`src/rtl/bcd_scan_display.sv`:
```
// Four-digit scanned 7-segment display fed by a BCD sum via valid/ready.
// Optional leading-zero blanking under `BCD_SCAN_BLANK_EN.
module bcd_scan_display #(
    parameter int SCAN_DIV = 50000,
    parameter int DIV_W    = 16
) (
    input  logic        clk,
    input  logic        rst_n,
    input  logic        in_valid,
    output logic        in_ready,
    input  logic [11:0] bcd_in,
    input  logic        cout_in,
    output logic [6:0]  seg,
    output logic [3:0]  an,
    output logic        err
);

    logic [12:0]      disp;
    logic [12:0]      pend;
    logic             pend_valid;
    logic [1:0]       idx;
    logic [DIV_W-1:0] div;
    logic             div_end;
    logic             commit;
    logic             take;
    logic [3:0]       digit;
    logic             blank;

    assign div_end  = (div == DIV_W'(SCAN_DIV - 1));
    assign commit   = div_end && (idx == 2'd3) && pend_valid;
    assign in_ready = !pend_valid;
    assign take     = in_valid && in_ready;

    // take and commit are exclusive: take needs an empty pending slot
    always_ff @(posedge clk) begin
        if (!rst_n) begin
            disp       <= '0;
            pend       <= '0;
            pend_valid <= 1'b0;
            idx        <= 2'd0;
            div        <= '0;
        end else begin
            div <= div_end ? '0 : div + 1'b1;
            if (div_end)
                idx <= idx + 2'd1;
            if (take) begin
                pend       <= {cout_in, bcd_in};
                pend_valid <= 1'b1;
            end
            if (commit) begin
                disp       <= pend;
                pend_valid <= 1'b0;
            end
        end
    end

    function automatic logic [6:0] seg7(input logic [3:0] d);
        logic [6:0] s;
        unique case (d)
            4'd0:    s = 7'b0111111;
            4'd1:    s = 7'b0000110;
            4'd2:    s = 7'b1011011;
            4'd3:    s = 7'b1001111;
            4'd4:    s = 7'b1100110;
            4'd5:    s = 7'b1101101;
            4'd6:    s = 7'b1111101;
            4'd7:    s = 7'b0000111;
            4'd8:    s = 7'b1111111;
            4'd9:    s = 7'b1101111;
            default: s = 7'b1111001;
        endcase
        return s;
    endfunction

    always_comb begin
        digit = disp[3:0];
        unique case (idx)
            2'd0: digit = disp[3:0];
            2'd1: digit = disp[7:4];
            2'd2: digit = disp[11:8];
            2'd3: digit = {3'b000, disp[12]};
        endcase
    end

`ifdef BCD_SCAN_BLANK_EN
    // a digit blanks only when it and every higher digit are zero
    always_comb begin
        blank = 1'b0;
        unique case (idx)
            2'd0: blank = 1'b0;
            2'd1: blank = !disp[12] && (disp[11:4] == 8'd0);
            2'd2: blank = !disp[12] && (disp[11:8] == 4'd0);
            2'd3: blank = !disp[12];
        endcase
    end
`else
    assign blank = 1'b0;
`endif

    assign an  = 4'b0001 << idx;
    assign seg = blank ? 7'b0000000 : seg7(digit);
    assign err = (disp[3:0] > 4'd9) || (disp[7:4] > 4'd9)
              || (disp[11:8] > 4'd9);

endmodule

```
`config.mk`:
```
export PLATFORM = sky130hd
export DESIGN_NAME = bcd_scan_display
export DESIGN_NICKNAME = d
export VERILOG_FILES = /design/src/rtl/bcd_scan_display.sv
export SDC_FILE = /design/constraint.sdc
export NUM_CORES = 1
export LEC_CHECK = 0
export ABC_CLOCK_PERIOD_IN_PS = 2700
export CORE_UTILIZATION = 38
export CTS_CLUSTER_DIAMETER = 50
export CTS_CLUSTER_SIZE = 30
export DETAILED_ROUTE_END_ITERATION = 8
export SLEW_MARGIN = 10
export SYNTH_ARGS = -nofsm -noshare
export SYNTH_HDL_FRONTEND = slang
export SYNTH_SLANG_ARGS = --single-unit
```
`constraint.sdc`:
```
create_clock -name clk -period 2.7 [get_ports clk]
set_input_delay 0.405 -clock clk [delete_from_list [all_inputs] [get_ports clk]]
set_output_delay 0.405 -clock clk [all_outputs]
set_load 0.005 [all_outputs]
```
# Word-level counts from Yosys, hierarchy flattened
# Memories as Yosys holds them, arrays and structs flattened.
# Cells that the tools add are included.
[word_totals]
ff_bits = 45
romBits = 112
output_inout_bits = 13
word_cells = 27
memories = 1
[classes]
addsub = 2
order_cmp = 3
eq_ne = 4
shift = 1
mux = 1
bitwise = 1
reduce_logical = 9
[mem_list]
columns = ["memory", "words", "word_bits", "read_ports", "rd_clocked_by_memory_dff", "wr", "line", "text"]
rows = [
  ["(no name shown)", 16, 7, 1, 0, 0, "59", "unique case (d)"],
]
[op_table]
columns = ["operator", "count"]
rows = [
  ["adder 16 x 1 -> 16 bit (second input constant)", 1],
  ["equality test 16 bit (second input constant)", 1],
  ["one-hot mux 4 bit (4 select lines)", 1],
  ["greater-than comparator 4 bit (second input constant)", 3],
  ["equality test 2 bit (second input constant)", 2],
  ["OR reduction 2 bit", 2],
  ["<< shifter 1 x 2 -> 4 bit (first input constant)", 1],
  ["logical AND 1 bit", 3],
  ["adder 2 x 1 -> 2 bit (second input constant)", 1],
  ["equality test 2 x 1 -> 1 bit (second input constant)", 1],
  ["logical NOT 2 bit", 1],
  ["logical OR 1 bit", 2],
  ["logical NOT 1 bit", 1],
  ["NOT 1 bit", 1],
]

# Longest topological paths before layout
[depth]
ltp_word = 4
ltp_mapped = 10

# Least setup slack after synthesis
# No wires, ideal clock.
[synth_timing]
kind = "register -> output"
from = "reg idx[0]"
to = "out seg[0]"
t_arrival_ns = 1.792
t_required_ns = 2.295
slack_ns = 0.503
stages_incl_launch_ff = 8
cell_sequence = "dfxtp_1 -> inv_1 -> ha_1 -> o21ai_0 -> inv_1 -> ha_1 -> and2_1 -> o21ai_0"
[synth_via]
elab_chain_len = 3
elab_cells_between_ends = 6
[synth_rtl]
columns = ["item", "line", "text"]
rows = [
  ["start: declaration", "21", "logic [1:0] idx;"],
  ["start signal: assignment", "45", "idx <= idx + 2'd1;"],
  ["equality test 2 bit (tied with other cells)", "77", "unique case (idx)"],
  ["one-hot mux 4 bit (4 select lines) (*)", "77", ""],
  ["memory read (16 x 7 bit) (*)", "--", ""],
  ["end: declaration", "13", "output logic [6:0] seg,"],
]
# Every way passes the cells marked *; elsewhere a longest branch is shown, timed or not.

# Worst setup path after layout
[layout_timing]
from = "reg idx[0]"
to = "out seg[3]"
# Same word-level chain as after synthesis.

==> key figures <==
Yosys
  – Register bit total from synthesis: 45
  – Biggest area consumer among synthesized cells: sky130_fd_sc_hd__dfxtp_1
  – Nets in the synthesized netlist: 295
  – Top cell type's share of synthesized area: 0.403
  – Share of the yosys chip area belonging to registers: 0.403
  – Fraction of registers with async set/reset: 0
  – Mean area per synthesized cell: 8.35 µm²
  – Top flip-flop cell by instance count after synthesis: sky130_fd_sc_hd__dfxtp_1
  – Cell area after synthesis: 2240 µm²
  – EDFF count, synth: 0
  – Count of distinct cell types in the synthesized netlist: 39
  – Number of warnings printed during yosys synthesis: 0
  – Post-synthesis instance total: 268
  – Leading cell types by total area after synthesis: sky130_fd_sc_hd__dfxtp_1, sky130_fd_sc_hd__nand2_1, sky130_fd_sc_hd__a21boi_0

Cells and area
  – Area grow syn2layout: 26.4%
  – Proportion of layout cells with a drive suffix above 1: 0.162
  – Final core area utilization: 0.507
  – Number of nets in the layout: 334
  – Total inserted antenna cells: 0
  – Commonest cells after routing, fill and taps aside: sky130_fd_sc_hd__dfxtp_1, sky130_fd_sc_hd__nand2_1, sky130_fd_sc_hd__nor2_1
  – Most common library cell in the layout ignoring fill and taps: sky130_fd_sc_hd__dfxtp_1
  – Number of filler cells placed in the layout: 551

Setup path
  – Worst Reg-to-Reg Cells: 5
  – Worst Path Required: 2.30 ns
  – Arrival time reported for the critical path endpoint: 2.19 ns
  – Endpoint of the most critical register-to-register path: disp[1]$_SDFFE_PN0P_
  – R2r setup slk: 0.57 ns
  – Worst setup startpoint: idx[0]$_SDFFE_PN0N_
  – End point of the critical path: seg[3]
  – List of cells traversed by the critical path: inv_2 > ha_2 > a22oi_1 > nand2_1 > mux2_4 > ha_1 > and2_1 > o21ai_0 > clkdlybuf4s15_1
  – Stage delay of the slowest cell on the critical path: 0.38 ns
  – CP endpoint kind: primary output
  – Critical-path cell with the highest stage delay: sky130_fd_sc_hd__dfxtp_4
  – Crit Path Max Fanout: 4
  – Startpoint of the worst register-to-register path: div[0]$_SDFF_PP0_
  – Type of element launching the critical path: register
  – WS Path Type: reg2out

Routing
  – Wire length reported by the detailed router: 4810 µm
  – Mean routed wirelength per cell: 12.7 µm
  – Router iterations before antenna repair: 4
  – Met3 wirelength from detailed routing: 133 µm
  – Antenna Nets Post-Route: 0
  – Detailed-route vias per instance: 5.13
  – Detailed-routed wire length on met2: 2110 µm
  – Initial DRC Count: 80
  – DR top layer: met4
  – Number of vias in the routed layout: 1951
  – Detailed-routing wirelength on met1: 2490 µm
  – Remaining DRCs: 0

Timing
  – Worst setup skew after layout: 0.00865 ns
  – Worst slew slack as a fraction of its limit: 0.611
  – Measured slew at the worst slew-check pin: 0.582 ns
  – Period minus WS final: 2.59 ns
  – Final sum of negative setup slack: 0 ns
  – Max frequency: 386 MHz
  – Setup ws final: 0.110 ns
  – Post-route fraction of the period consumed by the critical path: 0.959
  – Final hold violations: 0
  – Total setup violations reported at the end of the flow: 0
  – Max-slew violation count: 0

Pwr
  – P_leak: 0.992 nW
  – IR Drop Worst-Case VDD: 0.000246 V
  – PD cells: 427 nW/µm²

Floorplan
  – Starting density of the core: 0.401
  – Core Box Area: 5570 µm²
  – Cell Rows: 27
  – Number of ports placed on the die boundary: 29
  – Total Die Area: 6200 µm²
  – Chip width: 78.7 µm
  – Die Y-Extent: 78.7 µm

Place
  – RD Place Congestion: 0.812
  – Number of input and output port buffers inserted: 28
  – Pre-CTS setup slack: 0.00326 ns
  – HPWL after detailed placement: 3240 µm

Clock network
  – Num CTS Buffers: 5
  – Clock tree from TritonCTS: yes
  – Root buffer cell: sky130_fd_sc_hd__clkbuf_8
  – Clock sink count: 45
  – H-tree lvl count: 2
  – Clock latency at the later pin of the worst-skew pair: 0.30 ns
  – Reg clk slew, reported paths: 0.09 ns
  – CTS max path bufs: 2
  – Cts hold-fix bufs: 0

Hold path
  – Worst hold path cell count: 2
  – Type of the most critical hold path: reg2reg

Global routing
  – Overall global routing resource usage: 0.171
  – Number of antenna violations at the first check in global routing: 0
  – Vias in the first global route: 1806
  – Global-route congestion overflow total: 0
  – Wire length of the first global-routing pass: 8360 µm
  – Maximum number of pins on one net before global-route repair: 19

Outcome
  – Status: completed

Flow run
  – Max-capacitance violation count: 0
sequential cells by signal (all words and copies together) (netlist names):
register / flops
div: 16
disp: 13
pend: 13
idx: 2
pend_valid: 1
worst min path at each step:
| stage | start | end | slack, ns |
|---|---|---|---|
| CTS | pend[7]$_SDFFE_PN0P_ | pend[7]$_SDFFE_PN0P_ | 0.47 |
| floorplan | div[0]$_SDFF_PP0_ | div[0]$_SDFF_PP0_ | 0.43 |
| global route | div[0]$_SDFF_PP0_ | div[0]$_SDFF_PP0_ | 0.50 |
| detailed placement | div[0]$_SDFF_PP0_ | div[0]$_SDFF_PP0_ | 0.46 |
| finish | pend[7]$_SDFFE_PN0P_ | pend[7]$_SDFFE_PN0P_ | 0.47 |
| global placement | div[0]$_SDFF_PP0_ | div[0]$_SDFF_PP0_ | 0.45 |
area by class of cell:
class	count	area (µm²)	share of cell area
tap	72	90.1	0.0319
multi-input combinational	198	1280	0.452
sequential	45	906	0.320
timing repair buffer	47	415	0.147
clock inverter	1	5.00	0.00177
inverter	10	37.5	0.0133
clock buffer	7	96.3	0.0341
logic make-up (layout without fill, tap and decap cells):
family,after synthesis,after routing,synth area share
multiplexers,2,2,0.00951
AO/OA/AOI/OAI,64,64,0.186
AND/OR/NAND/NOR,107,107,0.232
buffers and inverters,25,65,0.0531
adder cells (fa/ha/maj),11,11,0.0615
flip-flops,45,45,0.403
XOR/XNOR,14,14,0.0548
repair_timing:
item,CTS,global route
endpoints found under the setup margin,7,5
pin swaps,3,2
buffers inserted,5,3
resized for setup,17,16
cells in the mapped netlist, types with 2 or more instances:
cell	number
sky130_fd_sc_hd__nand4_1	16
sky130_fd_sc_hd__nor3_1	5
sky130_fd_sc_hd__a21boi_0	20
sky130_fd_sc_hd__xnor2_1	12
sky130_fd_sc_hd__o211ai_1	3
sky130_fd_sc_hd__a21oi_1	4
sky130_fd_sc_hd__nand3_1	8
sky130_fd_sc_hd__ha_1	11
sky130_fd_sc_hd__or4_4	2
sky130_fd_sc_hd__dfxtp_1	45
sky130_fd_sc_hd__xor2_1	2
sky130_fd_sc_hd__and2_1	3
sky130_fd_sc_hd__o21ai_1	8
sky130_fd_sc_hd__nor2_1	22
sky130_fd_sc_hd__nand2_1	41
sky130_fd_sc_hd__nor4_1	3
sky130_fd_sc_hd__a21boi_1	7
sky130_fd_sc_hd__o21ai_0	15
sky130_fd_sc_hd__buf_2	2
sky130_fd_sc_hd__a22oi_1	2
sky130_fd_sc_hd__clkbuf_1	10
sky130_fd_sc_hd__inv_1	10
worst max-delay path, delay by kind of cell, from the launching register on:
kind                       cells  cell delay [ns]
AOI/OAI and AO/OA              2             0.28
and+or+nand+nor                2             0.24
muxes                          1             0.30
adders and majority gates      2             0.40
DFF                            1             0.38
buffers and inverters          2             0.27
power breakdown:
group	switching [W]	total [W]	internal, W
Clock	0.000219	0.000450	0.000231
Combinational	0.0000303	0.0000692	0.0000389
Sequential	0.0000115	0.000689	0.000678
stage by stage:
step	total power, W	hold WS (ns)	cell area [µm²]	std cells
floorplan	0.000740	0.429	2240	268
detailed placement	0.000775	0.458	2610	364
global placement	0.000775	0.450	2610	364
global route	0.00126	0.498	2830	380
finish	0.00121	0.469	2830	380
CTS	0.00123	0.471	2780	377
metal layers:
metal | track usage | up-vias
li1 | - | 1012
met1 | 0.231 | 897
met4 | 0.0611 | 0
met2 | 0.270 | 37
met3 | 0.0310 | 5
met5 | 0 | -
(Power assumes the default switching activity.)
